### config.mk
export PLATFORM = sky130hd
export DESIGN_NAME = cpu_seq_ctrl
export DESIGN_NICKNAME = d
export VERILOG_FILES = /design/src/rtl/cpu_ctrl_pkg.sv /design/src/rtl/cpu_decoder.sv /design/src/rtl/cpu_seq_ctrl.sv
export SDC_FILE = /design/constraint.sdc
export NUM_CORES = 1
export LEC_CHECK = 0
export ABC_CLOCK_PERIOD_IN_PS = 6200
export CAP_MARGIN = 20
export CORE_UTILIZATION = 31
export CTS_CLUSTER_DIAMETER = 30
export DETAILED_ROUTE_END_ITERATION = 6
export GPL_TIMING_DRIVEN = 0
export HOLD_SLACK_MARGIN = 0.06
export REMOVE_ABC_BUFFERS = 1
export SLEW_MARGIN = 20
export SYNTH_ARGS = -nofsm -noshare
export SYNTH_HDL_FRONTEND = slang
export SYNTH_SLANG_ARGS = --single-unit
### constraint.sdc
create_clock -name clk_i -period 6.2 [get_ports clk_i]
set_input_delay 1.55 -clock clk_i [delete_from_list [all_inputs] [get_ports clk_i]]
set_output_delay 1.55 -clock clk_i [all_outputs]
set_load 0.005 [all_outputs]
### src/rtl/cpu_ctrl_pkg.sv
// Shared types and encodings for the multi-cycle MIPS control sequencer:
// FSM states, ALU op codes, opcode/funct constants and the control bundle.
package cpu_ctrl_pkg;

  typedef enum logic [2:0] {
    StIdle,
    StFetch,
    StDecode,
    StExec,
    StMem,
    StWb,
    StHalt
  } state_t;

  typedef enum logic [2:0] {
    AluAdd = 3'b000,
    AluSub = 3'b001,
    AluAnd = 3'b010,
    AluOr  = 3'b011,
    AluSlt = 3'b100
  } alu_op_t;

  localparam logic [5:0] OpRtype = 6'b000000;
  localparam logic [5:0] OpAddi  = 6'b001000;
  localparam logic [5:0] OpAndi  = 6'b001100;
  localparam logic [5:0] OpOri   = 6'b001101;
  localparam logic [5:0] OpLw    = 6'b100011;
  localparam logic [5:0] OpSw    = 6'b101011;
  localparam logic [5:0] OpBeq   = 6'b000100;
  localparam logic [5:0] OpBne   = 6'b000101;
  localparam logic [5:0] OpJ     = 6'b000010;
  localparam logic [5:0] OpJal   = 6'b000011;

  localparam logic [5:0] FnAdd = 6'b100000;
  localparam logic [5:0] FnSub = 6'b100010;
  localparam logic [5:0] FnAnd = 6'b100100;
  localparam logic [5:0] FnOr  = 6'b100101;
  localparam logic [5:0] FnSlt = 6'b101010;
  localparam logic [5:0] FnSll = 6'b000000;
  localparam logic [5:0] FnSrl = 6'b000010;
  localparam logic [5:0] FnJr  = 6'b001000;

  // Wide enough for a MEM timeout of up to 255 cycles.
  localparam int unsigned MemCntW = 8;

  typedef struct packed {
    logic    ri;
    logic    lw;
    logic    shift;
    logic    srl;
    logic    jal;
    logic    jr;
    logic    jjrjal;
    logic    wr_reg;
    logic    store;
    logic    mem;
    logic    beq;
    logic    bne;
    alu_op_t op;
  } ctrl_t;

  localparam ctrl_t CtrlNone = '0;

endpackage

### src/rtl/cpu_decoder.sv
// Combinational opcode/funct decoder producing the datapath control bundle
// and an illegal-encoding flag.
module cpu_decoder
  import cpu_ctrl_pkg::*;
(
  input  logic [5:0] opcode_i,
  input  logic [5:0] funct_i,
  output ctrl_t      ctrl_o,
  output logic       illegal_o
);

  always_comb begin
    ctrl_o    = CtrlNone;
    illegal_o = 1'b0;
    case (opcode_i)
      OpRtype: begin
        case (funct_i)
          FnAdd: begin ctrl_o.wr_reg = 1'b1; ctrl_o.op = AluAdd; end
          FnSub: begin ctrl_o.wr_reg = 1'b1; ctrl_o.op = AluSub; end
          FnAnd: begin ctrl_o.wr_reg = 1'b1; ctrl_o.op = AluAnd; end
          FnOr:  begin ctrl_o.wr_reg = 1'b1; ctrl_o.op = AluOr;  end
          FnSlt: begin ctrl_o.wr_reg = 1'b1; ctrl_o.op = AluSlt; end
          FnSll: begin ctrl_o.wr_reg = 1'b1; ctrl_o.shift = 1'b1; end
          FnSrl: begin
            ctrl_o.wr_reg = 1'b1;
            ctrl_o.shift  = 1'b1;
            ctrl_o.srl    = 1'b1;
          end
          FnJr:  begin ctrl_o.jjrjal = 1'b1; ctrl_o.jr = 1'b1; end
          default: illegal_o = 1'b1;
        endcase
      end
      OpAddi: begin ctrl_o.ri = 1'b1; ctrl_o.wr_reg = 1'b1; ctrl_o.op = AluAdd; end
      OpAndi: begin ctrl_o.ri = 1'b1; ctrl_o.wr_reg = 1'b1; ctrl_o.op = AluAnd; end
      OpOri:  begin ctrl_o.ri = 1'b1; ctrl_o.wr_reg = 1'b1; ctrl_o.op = AluOr;  end
      OpLw: begin
        ctrl_o.ri     = 1'b1;
        ctrl_o.lw     = 1'b1;
        ctrl_o.wr_reg = 1'b1;
        ctrl_o.mem    = 1'b1;
        ctrl_o.op     = AluAdd;
      end
      OpSw: begin
        ctrl_o.ri    = 1'b1;
        ctrl_o.store = 1'b1;
        ctrl_o.mem   = 1'b1;
        ctrl_o.op    = AluAdd;
      end
      OpBeq: begin ctrl_o.beq = 1'b1; ctrl_o.op = AluSub; end
      OpBne: begin ctrl_o.bne = 1'b1; ctrl_o.op = AluSub; end
      OpJ:   ctrl_o.jjrjal = 1'b1;
      OpJal: begin ctrl_o.jjrjal = 1'b1; ctrl_o.jal = 1'b1; ctrl_o.wr_reg = 1'b1; end
      default: illegal_o = 1'b1;
    endcase
  end

endmodule

### src/rtl/cpu_seq_ctrl.sv
// Multi-cycle FETCH/DECODE/EXEC/MEM/WB sequencer for the MIPS datapath.
// Optional single-step input enabled by defining CPU_SEQ_STEP_EN.
module cpu_seq_ctrl
  import cpu_ctrl_pkg::*;
#(
  parameter int unsigned MemTimeout = 16,
  parameter int unsigned CntW       = 32
) (
  input  logic            clk_i,
  input  logic            rst_ni,
  input  logic            run_i,
`ifdef CPU_SEQ_STEP_EN
  input  logic            step_i,
`endif
  input  logic [5:0]      opcode_i,
  input  logic [5:0]      funct_i,
  input  logic            zero_i,
  input  logic            mem_ready_i,
  output logic            jbeq_o,
  output logic            jjrjal_o,
  output logic            jal_o,
  output logic            jr_o,
  output logic            ri_o,
  output logic            lw_o,
  output logic            shift_o,
  output logic            srl_o,
  output logic            write_reg_o,
  output logic            write_mem_o,
  output logic [2:0]      op_o,
  output logic            pc_en_o,
  output logic            halted_o,
  output logic            illegal_o,
  output logic            bus_err_o,
  output logic [CntW-1:0] retired_o
);

  state_t               state_q, state_d;
  ctrl_t                ctrl_q, ctrl_d, dec_ctrl, sel;
  logic                 dec_illegal;
  logic                 zero_q, zero_d;
  logic                 illegal_q, illegal_d;
  logic                 bus_err_q, bus_err_d;
  logic [MemCntW-1:0]   wait_q, wait_d;
  logic [CntW-1:0]      retired_q, retired_d;
  logic                 start;
  logic                 active;

  cpu_decoder u_decoder (
    .opcode_i  (opcode_i),
    .funct_i   (funct_i),
    .ctrl_o    (dec_ctrl),
    .illegal_o (dec_illegal)
  );

`ifdef CPU_SEQ_STEP_EN
  logic step_q;

  always_ff @(posedge clk_i or negedge rst_ni) begin
    if (!rst_ni) step_q <= 1'b0;
    else         step_q <= step_i;
  end

  assign start = run_i | (step_i & ~step_q);
`else
  assign start = run_i;
`endif

  // DECODE shows the live decode; later phases replay the latched bundle.
  assign sel    = (state_q == StDecode) ? dec_ctrl : ctrl_q;
  assign active = (state_q == StDecode) || (state_q == StExec) ||
                  (state_q == StMem)    || (state_q == StWb);

  always_comb begin
    state_d   = state_q;
    ctrl_d    = ctrl_q;
    zero_d    = zero_q;
    illegal_d = illegal_q;
    bus_err_d = bus_err_q;
    wait_d    = wait_q;
    retired_d = retired_q;
    case (state_q)
      StIdle:  if (start) state_d = StFetch;
      StFetch: state_d = StDecode;
      StDecode: begin
        ctrl_d = dec_ctrl;
        if (dec_illegal) begin
          state_d   = StHalt;
          illegal_d = 1'b1;
        end else begin
          state_d = StExec;
        end
      end
      StExec: begin
        zero_d  = zero_i;
        wait_d  = '0;
        state_d = sel.mem ? StMem : StWb;
      end
      StMem: begin
        if (mem_ready_i) begin
          state_d = StWb;
        end else if (wait_q == MemCntW'(MemTimeout - 1)) begin
          state_d   = StHalt;
          bus_err_d = 1'b1;
        end else begin
          wait_d = wait_q + MemCntW'(1);
        end
      end
      StWb: begin
        retired_d = retired_q + CntW'(1);
        state_d   = run_i ? StFetch : StIdle;
      end
      StHalt:  state_d = StHalt;
      default: state_d = StIdle;
    endcase
  end

  always_ff @(posedge clk_i or negedge rst_ni) begin
    if (!rst_ni) begin
      state_q   <= StIdle;
      ctrl_q    <= CtrlNone;
      zero_q    <= 1'b0;
      illegal_q <= 1'b0;
      bus_err_q <= 1'b0;
      wait_q    <= '0;
      retired_q <= '0;
    end else begin
      state_q   <= state_d;
      ctrl_q    <= ctrl_d;
      zero_q    <= zero_d;
      illegal_q <= illegal_d;
      bus_err_q <= bus_err_d;
      wait_q    <= wait_d;
      retired_q <= retired_d;
    end
  end

  always_comb begin
    ri_o        = active & sel.ri;
    lw_o        = active & sel.lw;
    shift_o     = active & sel.shift;
    srl_o       = active & sel.srl;
    jal_o       = active & sel.jal;
    jr_o        = active & sel.jr;
    jjrjal_o    = active & sel.jjrjal;
    op_o        = active ? sel.op : AluAdd;
    write_reg_o = (state_q == StWb) & sel.wr_reg;
    write_mem_o = (state_q == StMem) & sel.store;
    jbeq_o      = (state_q == StWb) & ((sel.beq & zero_q) | (sel.bne & ~zero_q));
    pc_en_o     = (state_q == StWb);
    halted_o    = (state_q == StHalt);
    illegal_o   = illegal_q;
    bus_err_o   = bus_err_q;
    retired_o   = retired_q;
  end

endmodule

==> metrics.md <==
| Metric | Value |
|---|---|
| Multi-input combinational cell area | 0.00148 mm2 |
| Initial core utilization | 32.7% |
| Worst skew pair latency | 330 ps |
| Bufs on Longest Clock Path | 2 |
| Max-slew violations | 0 |
| Asr flop ratio synth | 100% |
| Critical Path End Type | output pin |
| # diodes | 0 |
| Congestion Overflow GR | 0 |
| Mapped Cells | 307 |
| Final Critical Period | 5540 ps |
| Hold Path Depth | 1 |
| Hold_buf cts | 0 |
| Setup Crit Path Kind | primary input to output pin |
| Cts repair resizes | 0 |
| Part of the power in registers | 41.4% |
| Comb power frac | 23.6% |
| Setup Viol. Count Final | 0 |
| Crit Path Max Fanout | 8 |
| Max Fclk | 0.180 GHz |
| Synth cell types | 53 |
| Cell Area, Synth | 0.00308 mm2 |
| P per Cell Area | 316 mW/mm2 |
| Nets@finish | 393 |
| Slowest stage delay, CP | 560 ps |
| Fill count | 894 |
| Synth warnings | 0 |
| Slew HR | 51.3% |
| Avg Inst Size Synth | 10.0 um2 |
| Register cell area after layout | 0.00153 mm2 |
| Core Region | 0.00942 mm2 |
| Via count | 2473 |
| Worst Max-Slew Pin Slew | 725 ps |
| Int Power | 0.000916 W |
| Post-synth top flop | dfrtp_1 |
| Die area | 0.0103 mm2 |
| Remaining DRCs | 0 |
| 1st-iter DRT viols | 71 |
| Max IR drop VDD | 185 uV |
| Clk slew on worst S/H paths | 70 ps |
| Setup Buffers After CTS | 0 |
| Horiz. Die Dim | 102 um |
| Worst Path Required | 4650 ps |
| Final Util | 43.9% |
| CP cell instances | clkdlybuf4s50_1 > nor4b_1 > nand2_1 > o31ai_1 > nand2b_1 > a21oi_1 > clkdlybuf4s50_1 |
| Final period util | 89.4% |
| First-pass GRT wire length | 11.2 mm |
| Switching power | 0.000387 W |
| Final Hold Vio Count | 0 |
| Register bit total from synthesis | 61 |
| Largest net degree at the start of global routing | 45 |
| CP arrival | 3990 ps |
| Layout cells sized above 1 | 7.39% |
| # clock sinks | 61 |
| Hold WC Path Type | flip-flop to flip-flop |
| Drt first pass iters | 4 |
| Seq/Total Area, Yosys | 49.6% |
| Total CTS buffers | 9 |
| Lkg Pwr | 1.77 nW |
| Root Driver | clkbuf_8 |
| IO Port Bufs | 65 |
| Wirelength, routed | 6.75 mm |
| Initial antenna violation count | 0 |
| Vias in the first global route | 2348 |
| CP most frequent cell | clkdlybuf4s50_1 |
| Detail Placement HPWL | 4.82 mm |
| Gp weighted congestion | 0.866 |
| Worst setup SP type | primary input |
| WL/cell | 13.3 um |
| Total Routing Usage GR | 14.0% |
| RSZ-0062 raised after global routing | false |
| Cell count of the worst reg-to-reg path | 6 |
| I/O pins | 66 |
| Post-DRT Antenna Nets | 0 |
| Slowest-stage cell, CP | clkdlybuf4s50_1 |
| Status | complete, no violations |
| Via density | 4.87 |
| Setup TNS | 0 ps |
| Clock power share | 34.9% |
| Max Cap Viol | 0 |
| H-tree depth | 3 |
| Row Count | 35 |
| Clock Skew | 8.95 ps |
| Area grow syn2layout | 34.2% |
| TritonCTS clock tree | done |
| Sw Ratio | 29.7% |
| Chip Height | 102 um |
| Number of enable flip-flop cells after synthesis | 0 |
[worst paths after layout]
check,endpoint,slack [ps],start
worst max-delay path,jbeq_o,660,opcode_i[1]
worst min-delay path,bus_err_o$_DFFE_PN0P_,470,bus_err_o$_DFFE_PN0P_
worst max register to register,retired_o[22]$_DFFE_PN0P_,3850,state_q[2]$_DFFE_PN0P_
worst min register to register,bus_err_o$_DFFE_PN0P_,470,bus_err_o$_DFFE_PN0P_
max in group asynchronous,retired_o[9]$_DFFE_PN0P_,4610,rst_ni
min in group asynchronous,ctrl_q[11]$_DFF_PN0_,1090,rst_ni
[placed cells by master (no fill, tap or decap), types with 3 or more instances in the layout]
cell type and count:
o31ai_1 6, and3_1 8, and4_1 4, and2_1 11, clkdlybuf4s50_1 64, a21oi_1 7
dfrtp_1 61, o21ai_0 13, a31oi_1 3, xnor2_1 28, nand2b_1 7, xor2_1 5
clkbuf_8 12, nor2_1 16, bufinv_16 3, nor4_1 5, nand3_1 15, nand4_1 11
inv_1 6, nor3_1 5, nor2b_1 3, nand2_1 43
[power by group through the flow]
stage	logic [W]	registers (W)	clock network, W
floorplan	0.000185	0.000529	0
global placement	0.000307	0.000547	0
detailed placement	0.000312	0.000547	0
CTS	0.000313	0.000541	0.000469
global route	0.000351	0.000552	0.000487
finish	0.000308	0.000540	0.000456
[synth_stat cells, types with 3 or more instances]
cell,number,area (um2)
a21oi_1,7,35.0
a31oi_1,3,18.8
and2_1,11,68.8
and3_1,8,50.1
and4_1,4,35.0
buf_2,5,25.0
clkbuf_1,3,11.3
dfrtp_1,61,1530
inv_1,6,22.5
nand2_1,43,161
nand2b_1,7,43.8
nand3_1,15,75.1
nand4_1,11,68.8
nor2_1,16,60.1
nor2b_1,3,18.8
nor3_1,5,25.0
nor4_1,5,31.3
o21ai_0,13,65.1
o31ai_1,6,45.0
xnor2_1,28,245
xor2_1,5,43.8
[per-stage QoR]
stage	area (um2)	power (W)	setup WS [ps]	hold slack [ps]	instances
after floorplan	3030	0.000714	1960	433	297
after global placement	3840	0.000854	659	450	491
after detailed placement	3870	0.000859	669	459	492
after CTS	4130	0.00132	656	475	508
after global routing	4130	0.00139	367	488	508
final	4130	0.00130	657	469	508
[routing by layer]
layer	wire [um]	GRT usage (%)
met3	306	3.04
met4	67	5.69
met5	0	0
met1	3250	18.8
met2	3130	22.1
[critical path, delay by kind of cell]
family | cells | cell delay (ps)
buffers and inverters | 2 | 1100
and+or+nand+nor | 3 | 800
AOI/OAI and AO/OA | 2 | 550
[flip-flops by register name, indices dropped and copies added (netlist names)]
signal     flops
illegal_o      1
retired_o     32
ctrl_q        15
bus_err_o      1
zero_q         1
state_q        3
wait_q         8
[area by class of cell]
cell class / instances / share of cell area, %
Clock inverter: 3 / 2.18
Inverter: 6 / 0.545
Timing Repair Buffer: 66 / 16.4
Clock buffer: 13 / 4.09
Tap cell: 129 / 3.91
Multi-Input combinational cell: 230 / 35.9
Sequential cell: 61 / 37.0
[cells by family after synthesis]
family          count (synthesis)  share of synthesized area (%)
flops                          61                           49.6
xor+xnor                       33                           9.39
compound gates                 46                           9.80
simple gates                  145                           26.8
mux                             4                           1.38
buf+inv                        16                           2.16
fa+ha+maj                       2                          0.813
Power figures use the tool's default switching activity.
